**src/rtl/uart_rx_fifo.sv**
```systemverilog
// uart_rx_fifo: UART receive front-end with a show-ahead receive FIFO.
//
// rx is synchronized, oversampled 16x per bit (tick period = max(os_div,2) clk),
// majority-voted over oversample ticks 7/8/9, and deframed (5..8 data bits,
// optional parity, 1 or 2 stop bits). Each frame is pushed as
// {data, perr, ferr} into a DEPTH-entry FIFO.
//
// Ports:
//   clk, rst                  system clock, synchronous active-high reset
//   rx                        asynchronous serial input, idle high
//   os_div                    clk cycles per oversample tick
//   length, parity_en,        frame format, latched at the start-bit edge
//   parity_type, stop2
//   m_data/m_perr/m_ferr      head entry (zero when empty)
//   m_valid, m_ready          read handshake
//   fifo_count                entries held
//   overflow                  sticky: a frame was dropped because the FIFO was full
//
// Read handshake: m_valid is high whenever the FIFO holds an entry and the head
// is presented on m_data/m_perr/m_ferr; an entry is consumed on every clk edge
// where m_valid && m_ready. m_ready while m_valid=0 has no effect.
//
// FSM state is the internal 'state' vector, encoded
// IDLE=0 START=1 DATA=2 PARITY=3 STOP1=4 STOP2=5.
module uart_rx_fifo #(
  parameter int DEPTH = 8,
  parameter int CW    = 4
) (
  input  logic          clk,
  input  logic          rst,
  input  logic          rx,
  input  logic [15:0]   os_div,
  input  logic [3:0]    length,
  input  logic          parity_en,
  input  logic          parity_type,
  input  logic          stop2,
  output logic [7:0]    m_data,
  output logic          m_perr,
  output logic          m_ferr,
  output logic          m_valid,
  input  logic          m_ready,
  output logic [CW-1:0] fifo_count,
  output logic          overflow
);

  localparam int AW = $clog2(DEPTH);

  localparam logic [2:0] IDLE   = 3'd0;
  localparam logic [2:0] START  = 3'd1;
  localparam logic [2:0] DATA   = 3'd2;
  localparam logic [2:0] PARITY = 3'd3;
  localparam logic [2:0] STOP1  = 3'd4;
  localparam logic [2:0] STOP2  = 3'd5;

  logic [2:0]  state, state_nx;
  logic        rx_m, rx_s;
  logic [15:0] div_cnt, div_max;
  logic        tick;
  logic [3:0]  os_cnt;
  logic        s7, s8, maj, decide, bit_end;
  logic        armed, trigger;
  logic [3:0]  len_q;
  logic        par_en_q, par_type_q, stop2_q;
  logic [7:0]  data_q;
  logic [2:0]  bit_cnt;
  logic        last_bit;
  logic        par_acc, perr_q, ferr_q;
  logic        frame_done, ferr_fin;
  logic        push_q;
  logic [7:0]  push_data;
  logic        push_perr, push_ferr;

  // Two-flop synchronizer, preset to the idle level.
  always_ff @(posedge clk) begin
    if (rst) begin
      rx_m <= 1'b1;
      rx_s <= 1'b1;
    end else begin
      rx_m <= rx;
      rx_s <= rx_m;
    end
  end

  // >= rather than == so a divisor lowered mid-count still wraps promptly.
  assign div_max = (os_div < 16'd2) ? 16'd1 : os_div - 16'd1;
  assign tick    = (div_cnt >= div_max);
  assign trigger = (state == IDLE) && armed && !rx_s;

  // Restarting both counters at the start edge puts tick 8 near mid-bit.
  always_ff @(posedge clk) begin
    if (rst || trigger) begin
      div_cnt <= 16'd0;
      os_cnt  <= 4'd0;
    end else begin
      div_cnt <= tick ? 16'd0 : div_cnt + 16'd1;
      if (tick) os_cnt <= os_cnt + 4'd1;
    end
  end

  always_ff @(posedge clk) begin
    if (rst) begin
      s7 <= 1'b1;
      s8 <= 1'b1;
    end else if (tick && os_cnt == 4'd7) begin
      s7 <= rx_s;
    end else if (tick && os_cnt == 4'd8) begin
      s8 <= rx_s;
    end
  end

  assign maj      = (s7 & s8) | (s7 & rx_s) | (s8 & rx_s);
  assign decide   = tick && (os_cnt == 4'd9);
  assign bit_end  = tick && (os_cnt == 4'd15);
  assign last_bit = ((len_q - 4'd1) == {1'b0, bit_cnt});

  // FSM: state register
  always_ff @(posedge clk) begin
    if (rst) state <= IDLE;
    else     state <= state_nx;
  end

  // FSM: next state
  always_comb begin
    state_nx = state;
    case (state)
      IDLE:   if (trigger) state_nx = START;
      START:  if (decide && maj) state_nx = IDLE;
              else if (bit_end) state_nx = DATA;
      DATA:   if (bit_end && last_bit) state_nx = par_en_q ? PARITY : STOP1;
      PARITY: if (bit_end) state_nx = STOP1;
      STOP1:  if (stop2_q) begin
                if (bit_end) state_nx = STOP2;
              end else if (decide) begin
                state_nx = IDLE;
              end
      STOP2:  if (decide) state_nx = IDLE;
      default: state_nx = IDLE;
    endcase
  end

  // FSM: outputs (frame completion and its final framing flag)
  always_comb begin
    frame_done = decide && (((state == STOP1) && !stop2_q) || (state == STOP2));
    ferr_fin   = ~maj | ((state == STOP2) & ferr_q);
  end

  // Frame datapath. armed only sets while idle with the line high, so a
  // held-low break yields one frame and then waits for the line to recover.
  always_ff @(posedge clk) begin
    if (rst) begin
      armed      <= 1'b0;
      len_q      <= 4'd8;
      par_en_q   <= 1'b0;
      par_type_q <= 1'b0;
      stop2_q    <= 1'b0;
      data_q     <= 8'd0;
      bit_cnt    <= 3'd0;
      par_acc    <= 1'b0;
      perr_q     <= 1'b0;
      ferr_q     <= 1'b0;
      push_q     <= 1'b0;
      push_data  <= 8'd0;
      push_perr  <= 1'b0;
      push_ferr  <= 1'b0;
    end else begin
      push_q <= frame_done;
      if (frame_done) begin
        push_data <= data_q;
        push_perr <= perr_q;
        push_ferr <= ferr_fin;
      end
      if (trigger) armed <= 1'b0;
      else if (state == IDLE && rx_s) armed <= 1'b1;
      if (trigger) begin
        len_q      <= (length >= 4'd5 && length <= 4'd8) ? length : 4'd8;
        par_en_q   <= parity_en;
        par_type_q <= parity_type;
        stop2_q    <= stop2;
        data_q     <= 8'd0;
        bit_cnt    <= 3'd0;
        par_acc    <= 1'b0;
        perr_q     <= 1'b0;
        ferr_q     <= 1'b0;
      end
      if (state == DATA && decide) begin
        data_q[bit_cnt] <= maj;
        par_acc         <= par_acc ^ maj;
      end
      if (state == DATA && bit_end) bit_cnt <= last_bit ? 3'd0 : bit_cnt + 3'd1;
      if (state == PARITY && decide) perr_q <= (maj != (par_type_q ? par_acc : ~par_acc));
      if (state == STOP1 && decide) ferr_q <= ~maj;
    end
  end

  // Show-ahead FIFO
  logic [9:0]    mem [DEPTH];
  logic [AW-1:0] rd_ptr, wr_ptr;
  logic [CW-1:0] count;
  logic          full, pop, wr_en;

  assign full  = (count == CW'(DEPTH));
  assign pop   = m_valid && m_ready;
  // When full, a push is only accepted if the head leaves in the same cycle.
  assign wr_en = push_q && (!full || pop);

  always_ff @(posedge clk) begin
    if (!rst && wr_en) mem[wr_ptr] <= {push_data, push_perr, push_ferr};
  end

  always_ff @(posedge clk) begin
    if (rst) begin
      rd_ptr   <= '0;
      wr_ptr   <= '0;
      count    <= '0;
      overflow <= 1'b0;
    end else begin
      if (wr_en) wr_ptr <= wr_ptr + 1'b1;
      if (pop)   rd_ptr <= rd_ptr + 1'b1;
      if (wr_en && !pop)      count <= count + 1'b1;
      else if (!wr_en && pop) count <= count - 1'b1;
      if (push_q && full && !pop) overflow <= 1'b1;
    end
  end

  assign m_valid    = (count != '0);
  assign fifo_count = count;
  assign m_data     = m_valid ? mem[rd_ptr][9:2] : 8'd0;
  assign m_perr     = m_valid ? mem[rd_ptr][1]   : 1'b0;
  assign m_ferr     = m_valid ? mem[rd_ptr][0]   : 1'b0;

endmodule

```
**config.mk**
```make
export PLATFORM = sky130hd
export DESIGN_NAME = uart_rx_fifo
export DESIGN_NICKNAME = d
export VERILOG_FILES = /design/src/rtl/uart_rx_fifo.sv
export SDC_FILE = /design/constraint.sdc
export NUM_CORES = 1
export LEC_CHECK = 0
export BUFFER_PORTS_ARGS = -buffer_cell sky130_fd_sc_hd__buf_4
export CORE_ASPECT_RATIO = 1.25
export CORE_UTILIZATION = 40
export DETAILED_ROUTE_END_ITERATION = 10
export PLACE_DENSITY = 0.55
export SYNTH_ARGS = -nofsm -noshare
export SYNTH_HDL_FRONTEND = slang
export SYNTH_SLANG_ARGS = --single-unit
```
**constraint.sdc**
```tcl
create_clock -name clk -period 4.9 [get_ports clk]
set_input_delay 0.49 -clock clk [delete_from_list [all_inputs] [get_ports clk]]
set_output_delay 0.49 -clock clk [all_outputs]
set_load 0.01 [all_outputs]
```
After elaboration in Yosys (flattened, before gate mapping)
Memory sizes are Yosys's and may differ from the RTL's. A register that Yosys moved wholly into a read port is not among the register bits.
Index checks and enable logic that the tools add are counted.
{ "word_totals": {"ram_bits": 80, "n_memories": 1, "reg_bits": 71, "in_bits": 27, "word_cells": 148} }
{ "memory_table": {"columns": ["name", "depth", "word_bits", "rd", "rd_clocked_by_memory_dff", "write_ports", "line", "source"], "rows": [
  ["mem", 8, 10, 1, 1, 1, "196", "logic [9:0] mem [DEPTH];"]
]} }
{ "op_classes": {"eq_ne": 17, "n_lt_le_gt_ge": 6, "reduce_logical": 44, "n_bitwise": 11, "mux": 35, "add_sub_neg": 9} }
{ "op_table": {"columns": ["operator", "count"], "rows": [
  ["$mux W3", 14],
  ["$mux W8", 4],
  ["$logic_and A1 B1 Y1", 24],
  ["$pmux W3 S6", 1],
  ["$add A16 B1 Y16 const B", 1],
  ["$eq A4 B4 Y1 const B", 4],
  ["$ge A16 B16 Y1", 1],
  ["$lt A16 B2 Y1 const B", 1],
  ["$mux W16", 1],
  ["$sub A16 B1 Y16 const B", 1],
  ["$mux W4", 3],
  ["$mux W1", 10],
  ["$reduce_bool A2 Y1", 5],
  ["$add A3 B1 Y3 const B", 3],
  ["$add A4 B1 Y4 const B", 2],
  ["$bwmux W8", 1],
  ["$sub A4 B1 Y4 const B", 2],
  ["$eq A3 B2 Y1 const B", 2],
  ["$eq A3 B3 Y1 const B", 2],
  ["$logic_not A1 Y1", 6],
  ["$ne A2 B2 Y1 const B", 3],
  ["$ne A3 B3 Y1 const B", 2],
  ["$reduce_and A5 Y1", 1],
  ["$and A1 B1 Y1", 4],
  ["17 further kinds", 24]
]} }

Depth between registers and ports, before layout
Gate-level depths: netlist (run 1).
{ "logic_depth": {"depth_word": 8, "mapped_depth": 18} }

Least setup slack after synthesis (run 1)
Ideal clock, no wire load.
{ "synth_path": {"kind": "in2reg", "from": "input port os_div[12]", "to": "register data_q[6]", "arrival_time_ns": 3.637, "n_path_buf": 2, "setup_slack_ns": 1.137, "path_stages": 15, "path_cell_list": "or4_1 nor3_1 nand4b_1 clkbuf_1 nand2_1 ha_1 nand4_1 a211o_1 or4_4 nand3_4 and3_1 buf_6 nand2_4 or3_1 mux2i_1"} }
{ "synth_via": {"elab_chain_len": 6, "elab_cells_between_ends": 7, "classes_between": "add/sub (1); order compare (2); mux (2); reduce/logical (2)"} }
{ "synth_rtl": {"columns": ["item", "line", "source"], "rows": [
  ["from (decl)", "32", "input logic [15:0] os_div,"],
  ["$sub A16 B1 Y16 / $lt A16 B2 Y1 (equally long branches)", "85", "assign div_max = (os_div < 16'd2) ? 16'd1 : os_div - 16'd1;"],
  ["$mux W16 (*)", "85", null],
  ["$ge A16 B16 Y1 (*)", "86", "assign tick = (div_cnt >= div_max);"],
  ["$logic_and A1 B1 Y1 (*)", "112", "assign decide = tick && (os_cnt == 4'd9);"],
  ["$logic_and A1 B1 Y1 (*)", "185", "if (state == DATA && decide) begin"],
  ["$mux W8 (*)", "185", null],
  ["to (signal, indexed assignment)", "186", "data_q[bit_cnt] <= maj;"],
  ["to (decl)", "64", "logic [7:0] data_q;"]
]} }
Every way passes the cells marked *; elsewhere a longest branch is shown, timed or not.
A chain may end at the register's enable or synchronous reset.

Final worst setup path (run 1)
{ "layout_path": {"from": "input port os_div[8]", "to": "register push_ferr"} }
{ "layout_via": {"elab_chain_len": 5, "elab_cells_between_ends": 6, "classes_between": "add/sub (1); order compare (2); mux (1); reduce/logical (2)"} }
{ "layout_rtl": {"columns": ["item", "line", "source"], "rows": [
  ["$sub A16 B1 Y16 / $lt A16 B2 Y1 (equally long branches)", "85", null],
  ["$mux W16 (*)", "85", null],
  ["$ge A16 B16 Y1 (*)", "86", null],
  ["$logic_and A1 B1 Y1 (*)", "112", null],
  ["$logic_and A1 B1 Y1 (*)", "143", "frame_done = decide && (((state == STOP1) && !stop2_q) || (state == STOP2));"],
  ["to (signal assigned)", "170", "push_ferr <= ferr_fin;"],
  ["to (decl)", "71", "logic push_perr, push_ferr;"]
]} }
Marked as above.

==> results of run 1 <==
[final timing paths]
check	startpoint	endpoint	slack, ps
worst max-delay path	os_div[8]	push_ferr	850
worst min-delay path	rx	rx_m	260
worst max register to register	div_cnt[11]	push_ferr	1970
worst min register to register	rx_m	rx_s	420
[area by class of cell]
cell class	instances	area, um2
clock inverter	10	114
clock buffer	22	485
fill	1583	8790
tap	220	275
sequential	154	3880
timing repair buffer	44	330
inverter	18	67.6
multi-input combinational	416	3030
[flip-flops by register name, indices dropped and copies added, names as in the netlist, 4 cells and up, named ones only]
register and flops:
len_q 4, push_data 8, os_cnt 4, fifo_count 4, mem 80, div_cnt 16
data_q 8
[layer usage]
metal  vias up  track usage, %  share of wire, %
met5         -               0                 0
met4         0            5.06               1.2
met3        13            3.96               2.8
met2        57            28.9                52
met1      2166            19.7                44
li1       2283               -                 -
[logic make-up (layout without fill, tap and decap cells)]
| kind of cell | Yosys count | after routing | synth area share [%] |
|---|---|---|---|
| compound gates | 65 | 65 | 5.41 |
| xor+xnor | 39 | 39 | 4.88 |
| fa+ha+maj | 30 | 30 | 5.43 |
| buf+inv | 43 | 94 | 2.45 |
| flops | 154 | 154 | 55.4 |
| mux | 46 | 46 | 10.2 |
| simple gates | 236 | 236 | 16.2 |
[cell usage after synthesis, drive strengths merged, types with 3 or more instances]
cell type | instances | area share, %
nand2 | 84 | 4.6
edfxtp | 80 | 34
dfxtp | 74 | 21
nor2 | 58 | 3.1
a21oi | 38 | 2.7
ha | 28 | 5.0
mux2i | 24 | 3.4
xor2 | 23 | 2.9
nand3 | 21 | 1.7
clkbuf | 20 | 1.1
mux4 | 20 | 6.4
inv | 17 | 0.91
xnor2 | 16 | 2.0
nor3 | 15 | 1.1
nor4 | 10 | 0.89
o21ai | 10 | 0.71
nand2b | 8 | 0.71
or3 | 6 | 0.54
buf | 5 | 0.41
nand4 | 5 | 0.45
nor2b | 5 | 0.45
nor4b | 5 | 0.63
and3 | 4 | 0.36
nand4b | 4 | 0.50
or2 | 3 | 0.27
[power by group]
group	leakage, uW	internal (uW)	switching, uW
registers	0.00153	1360	29.3
clock network	0.000296	808	505
logic	0.00125	82.5	108
[critical path, stage by stage]
cell and delay, ps:
buf_4 120, nor4_1 500, nand4b_1 260, nor4_1 290
xor2_1 170, nand2_1 70, ha_1 320, nand4_1 150
a211o_1 250, or4_4 440, nand3_4 150, and3_1 420
and3_1 440, nor2_1 70, a311oi_1 230
[through the flow]
| step | hold WS, ps | total power (uW) | instances | cell area, um2 | setup slack, ps |
|---|---|---|---|---|---|
| 5_1_grt | 248 | 3000 | 884 | 8180 | 505 |
| 4_1_cts | 244 | 2920 | 884 | 8180 | 814 |
| 3_3_place_gp | 411 | 1600 | 852 | 7580 | 480 |
| 2_1_floorplan | 389 | 1550 | 613 | 7010 | 1140 |
| 3_5_place_dp | 415 | 1610 | 852 | 7580 | 382 |
| 6_report | 261 | 2890 | 884 | 8180 | 847 |
[cells in the final DEF (no fill, tap or decap), types with 18 or more instances in the layout]
cell type / Yosys / final
ha_1: 28 / 28
nand2_1: 83 / 83
dfxtp_1: 74 / 73
a21oi_1: 38 / 38
clkbuf_16: 0 / 18
mux4_2: 20 / 20
mux2i_1: 24 / 24
xor2_1: 23 / 23
edfxtp_1: 80 / 80
nor2_1: 58 / 58
buf_4: 0 / 44
nand3_1: 20 / 20
==> impl_metrics.csv, run 1 <==
group,metric,value,unit
pwr,power_density,353,mW/mm2
finish,nNetsFinal,707,
grt,overflow,0,
route,first_iter_violations,276,
finish,drive_gt1_share,16.7,%
die,io_pins,43,
timing,finalSetupViolCount,0,
route,wl_per_cell,15.2,um
logic_synthesis,synth-seq-cells,154,
route,drt_pass1_iterations,4,
clock_network,tritoncts,"done",
logic_synthesis,ys.flop_type,"edfxtp_1",
grt,grt_pass1_vias,4559,
timing,fin_setup_tns,0,ps
place,portBuffers,42,
timing,clock_skew,7.91,ps
clock_network,path_clk_slew,60,ps
timing,min_period,4050,ps
worst_setup_path,start_kind,"input port",
finish,antenna_cells,0,
clock_network,cts_setup_buffers,0,
timing,slew_violations,0,
die,floorplan.initialDensity,41.3,%
clock_network,insertion_delay,420,ps
worst_setup_path,worstSetupEndpointType,"register",
die,core,0.0170,mm2
finish,syn_to_final_growth,16.8,%
finish,fin_util,48.2,%
worst_setup_path,rr_worst_depth,9,
worst_setup_path,cp_data_required_time,5230,ps
logic_synthesis,avgSynthCellArea,11.4,um2
clock_network,cts_root_buf,"clkbuf_16",
logic_synthesis,ys_async_sr_fraction,0,%
timing,period_share,82.7,%
route,route.detailed.drc,0,
job,cap_violations,0,
clock_network,cts_buffers,17,
clock_network,ctsHtreeMaxLevel,4,
worst_setup_path,crit_type,"in -> reg",
timing,tightest_slew,1050,ps
pwr,irDropWorstVdd,0.187,mV
logic_synthesis,yosysWarnings,0,
logic_synthesis,ys_seq_area_share,55.4,%
route,ant_nets,0,
grt,grt.total_usage,16.4,%
worst_setup_path,cp.arrival,4380,ps
logic_synthesis,synthDistinctLibCells,54,
die,die_h,150,um
logic_synthesis,syn_area,0.00701,mm2
route,wirelength,13500,um
place,hpwl,9410,um
clock_network,ctsHoldBuffers,0,
grt,grt_max_degree,45,
route,vias,4519,
die,die_area,0.0180,mm2
worst_setup_path,crit_fanout,11,
logic_synthesis,synth_cells,613,
timing,hold_viol_final,0,
grt,antenna_found_initial,0,
grt,grt_first_pass_wirelength,22800,um
status,status,"completed",
die,die_w,120,um
place,gp_congestion,0.785,
pwr,leakagePower,0.00307,uW
timing,slew_headroom,29.9,%
logic_synthesis,syn_nets,669,
worst_hold_path,min_path_cells,2,
clock_network,clock-sinks,154,
die,row_count,53,
logic_synthesis,synth_edf_count,80,
worst_hold_path,hp-class,"in -> reg",
timing,rsz0062_at_grt,"no",
timing,fmax,247,MHz
route,routed_via_density,5.11,
clock_network,clock_path_buffers,2,
clock_network,cts_resized,0,
Power figures use the tool's default switching activity.
==> inputs of run 2 (changes only) <==
- PLACE_DENSITY: 0.55 -> 0.57
- clock period: 4.9 -> 3.36 ns (I/O delays scaled with it)
==> impl_metrics.csv, run 2 (same netlist as run 1, synthesis figures left out) <==
group,metric,value,unit
pwr,p_comb_share,8.1,%
place,gp_congestion,0.797,
die,die_h,150,um
finish,multi_input_area,0.00314,mm2
finish,antenna_cells,0,
die,core,0.0170,mm2
pwr,power_density,500,mW/mm2
pwr,seqPwrFrac,46.5,%
route,routed_via_density,5.11,
worst_setup_path,max_stage_delay,440,ps
route,drt_pass1_iterations,4,
die,die_area,0.0180,mm2
die,io_pins,43,
route,vias,4760,
timing,period_share,99.6,%
place,dpl.cell_count,893,
worst_setup_path,worstPathCellList,"buf_8, nor4_4, nand4b_1, nor4_2, xor2_1, nand2_1, ha_4, nand4_1, a211o_1, or4_4, nand3_4, and3_4, nand2_4, or3_1, mux2i_1",
die,row_count,53,
die,floorplan.initialDensity,41.3,%
worst_setup_path,cp-endpoint,"data_q[6]",
worst_setup_path,r2r-end,"state[1]",
pwr,pwr-share-clk,45.5,%
pwr,p_switching,975,uW
place,dp_slack,-452,ps
clock_network,cts_root_buf,"clkbuf_16",
worst_setup_path,cp_data_required_time,3660,ps
clock_network,ctsHoldBuffers,0,
grt,overflow,0,
pwr,internal-power,3380,uW
route,ant_nets,0,
worst_hold_path,hp-class,"in -> reg",
worst_setup_path,worstSetupEndpointType,"register",
timing,finalSetupViolCount,0,
timing,fmax,299,MHz
finish,stdcell_count,932,
grt,grt_max_degree,45,
finish,fillerInstances,1539,
finish,nNetsFinal,755,
worst_setup_path,start_kind,"input port",
worst_setup_path,cp.arrival,3640,ps
clock_network,insertion_delay,420,ps
timing,fin_setup_tns,0,ps
status,status,"completed",
clock_network,clock-sinks,154,
finish,final_cell_mix,"85 x buf_4, 83 x nand2_1, 80 x edfxtp_1",
clock_network,path_clk_slew,60,ps
worst_setup_path,r2r_slack,690,ps
timing,clock_skew,6.68,ps
finish,syn_to_final_growth,24.4,%
worst_setup_path,crit_type,"in -> reg",
grt,grt_pass1_vias,4759,
finish,regMostFlops,"mem",
timing,finalWorstSetupSlack,13.2,ps
clock_network,ctsHtreeMaxLevel,4,
route,route.detailed.drc,0,
pwr,p_sw_share,22.4,%
finish,largest_reg_flops,80,
worst_setup_path,r2r_start,"div_cnt[0]",
finish,layout_commonest_cell,"buf_4",
place,portBuffers,42,
grt,grt_first_pass_wirelength,23100,um
timing,slew_headroom,50.5,%
finish,largest_registers,"mem x80, div_cnt x16",
timing,hold_viol_final,0,
grt,grt.total_usage,16.6,%
route,wl_per_cell,15.2,um
job,cap_violations,0,
timing,rsz0062_at_grt,"yes",
route,first_iter_violations,302,
clock_network,tritoncts,"done",
pwr,p_total,4360,uW
clock_network,clock_path_buffers,2,
route,wirelength,14100,um
worst_setup_path,rr_worst_depth,11,
timing,slew_violations,0,
clock_network,cts_buffers,17,
place,hpwl,9560,um
finish,register_area,0.00388,mm2
worst_setup_path,cp_slowest_cell,"or4_4",
pwr,irDropWorstVdd,0.309,mV
timing,min_period,3350,ps
die,die_w,120,um
timing,tightest_slew,742,ps
worst_setup_path,crit_start,"os_div[5]",
pwr,leakagePower,0.00335,uW
finish,drive_gt1_share,25.3,%
worst_hold_path,min_path_cells,2,
grt,antenna_found_initial,0,
worst_setup_path,crit_fanout,8,
-- run 2: cell count changes in the layout (fill, tap and decap cells not counted), sizes merged --
cell    previous run  this run
buf               44        92
bufinv             2         4
clkbuf            22        20
clkinv             6         7
inv               19        18
-- run 2: layout make-up --
type	instances	share of cell area (%)
multi-input cells	416	36.0
inverters	18	0.775
clock inverters	12	2.00
well taps	220	3.16
repair buffers	92	8.47
clock buffers	20	5.01
flip-flops and latches	154	44.6
-- run 2: worst min path at each step --
stage | slack (ps) | end | from
finish | 100 | rx_m | rx
global route | 100 | rx_m | rx
CTS | 80 | rx_m | rx
detailed placement | 400 | rx_s | rx_m
global placement | 410 | rx_s | rx_m
floorplan | 390 | rx_s | rx_m
-- run 2: per-layer routing --
metal | up-vias | track usage (%) | wire [um]
li1 | 2382 | - | -
met1 | 2297 | 19.4 | 6280
met2 | 60 | 29.5 | 7230
met3 | 21 | 3.28 | 326
met4 | 0 | 7.22 | 292
met5 | - | 0 | 0
-- run 2: power by group through the flow --
stage,registers [uW],logic (uW),clock network (uW)
6_report,2030,353,1980
5_1_grt,2030,390,2100
4_1_cts,2020,302,2010
3_5_place_dp,2060,301,0
3_3_place_gp,2060,293,0
2_1_floorplan,2030,226,0
-- run 2: repair_timing --
item | CTS | global route
resized for setup | 1 | 29
cloned | 0 | 1
setup endpoints to repair | 1 | 26
pin swaps | 0 | 13
buffers inserted | 0 | 6
-- run 2: worst max-delay path: cells and delay by family --
family / cells / cell delay, ps
simple gates: 10 / 2340
compound gates: 1 / 300
fa+ha+maj: 1 / 280
xor+xnor: 1 / 160
mux: 1 / 130
buf+inv: 1 / 100
-- run 2: stage by stage --
stage               hold WS [ps]  utilization [%]  cell area (um2)
CTS                         83.9             50.2             8520
finish                       102             51.3             8720
floorplan                    389                -             7050
global placement             406             46.6             7900
detailed placement           399             46.6             7900
global route                97.8             51.3             8720
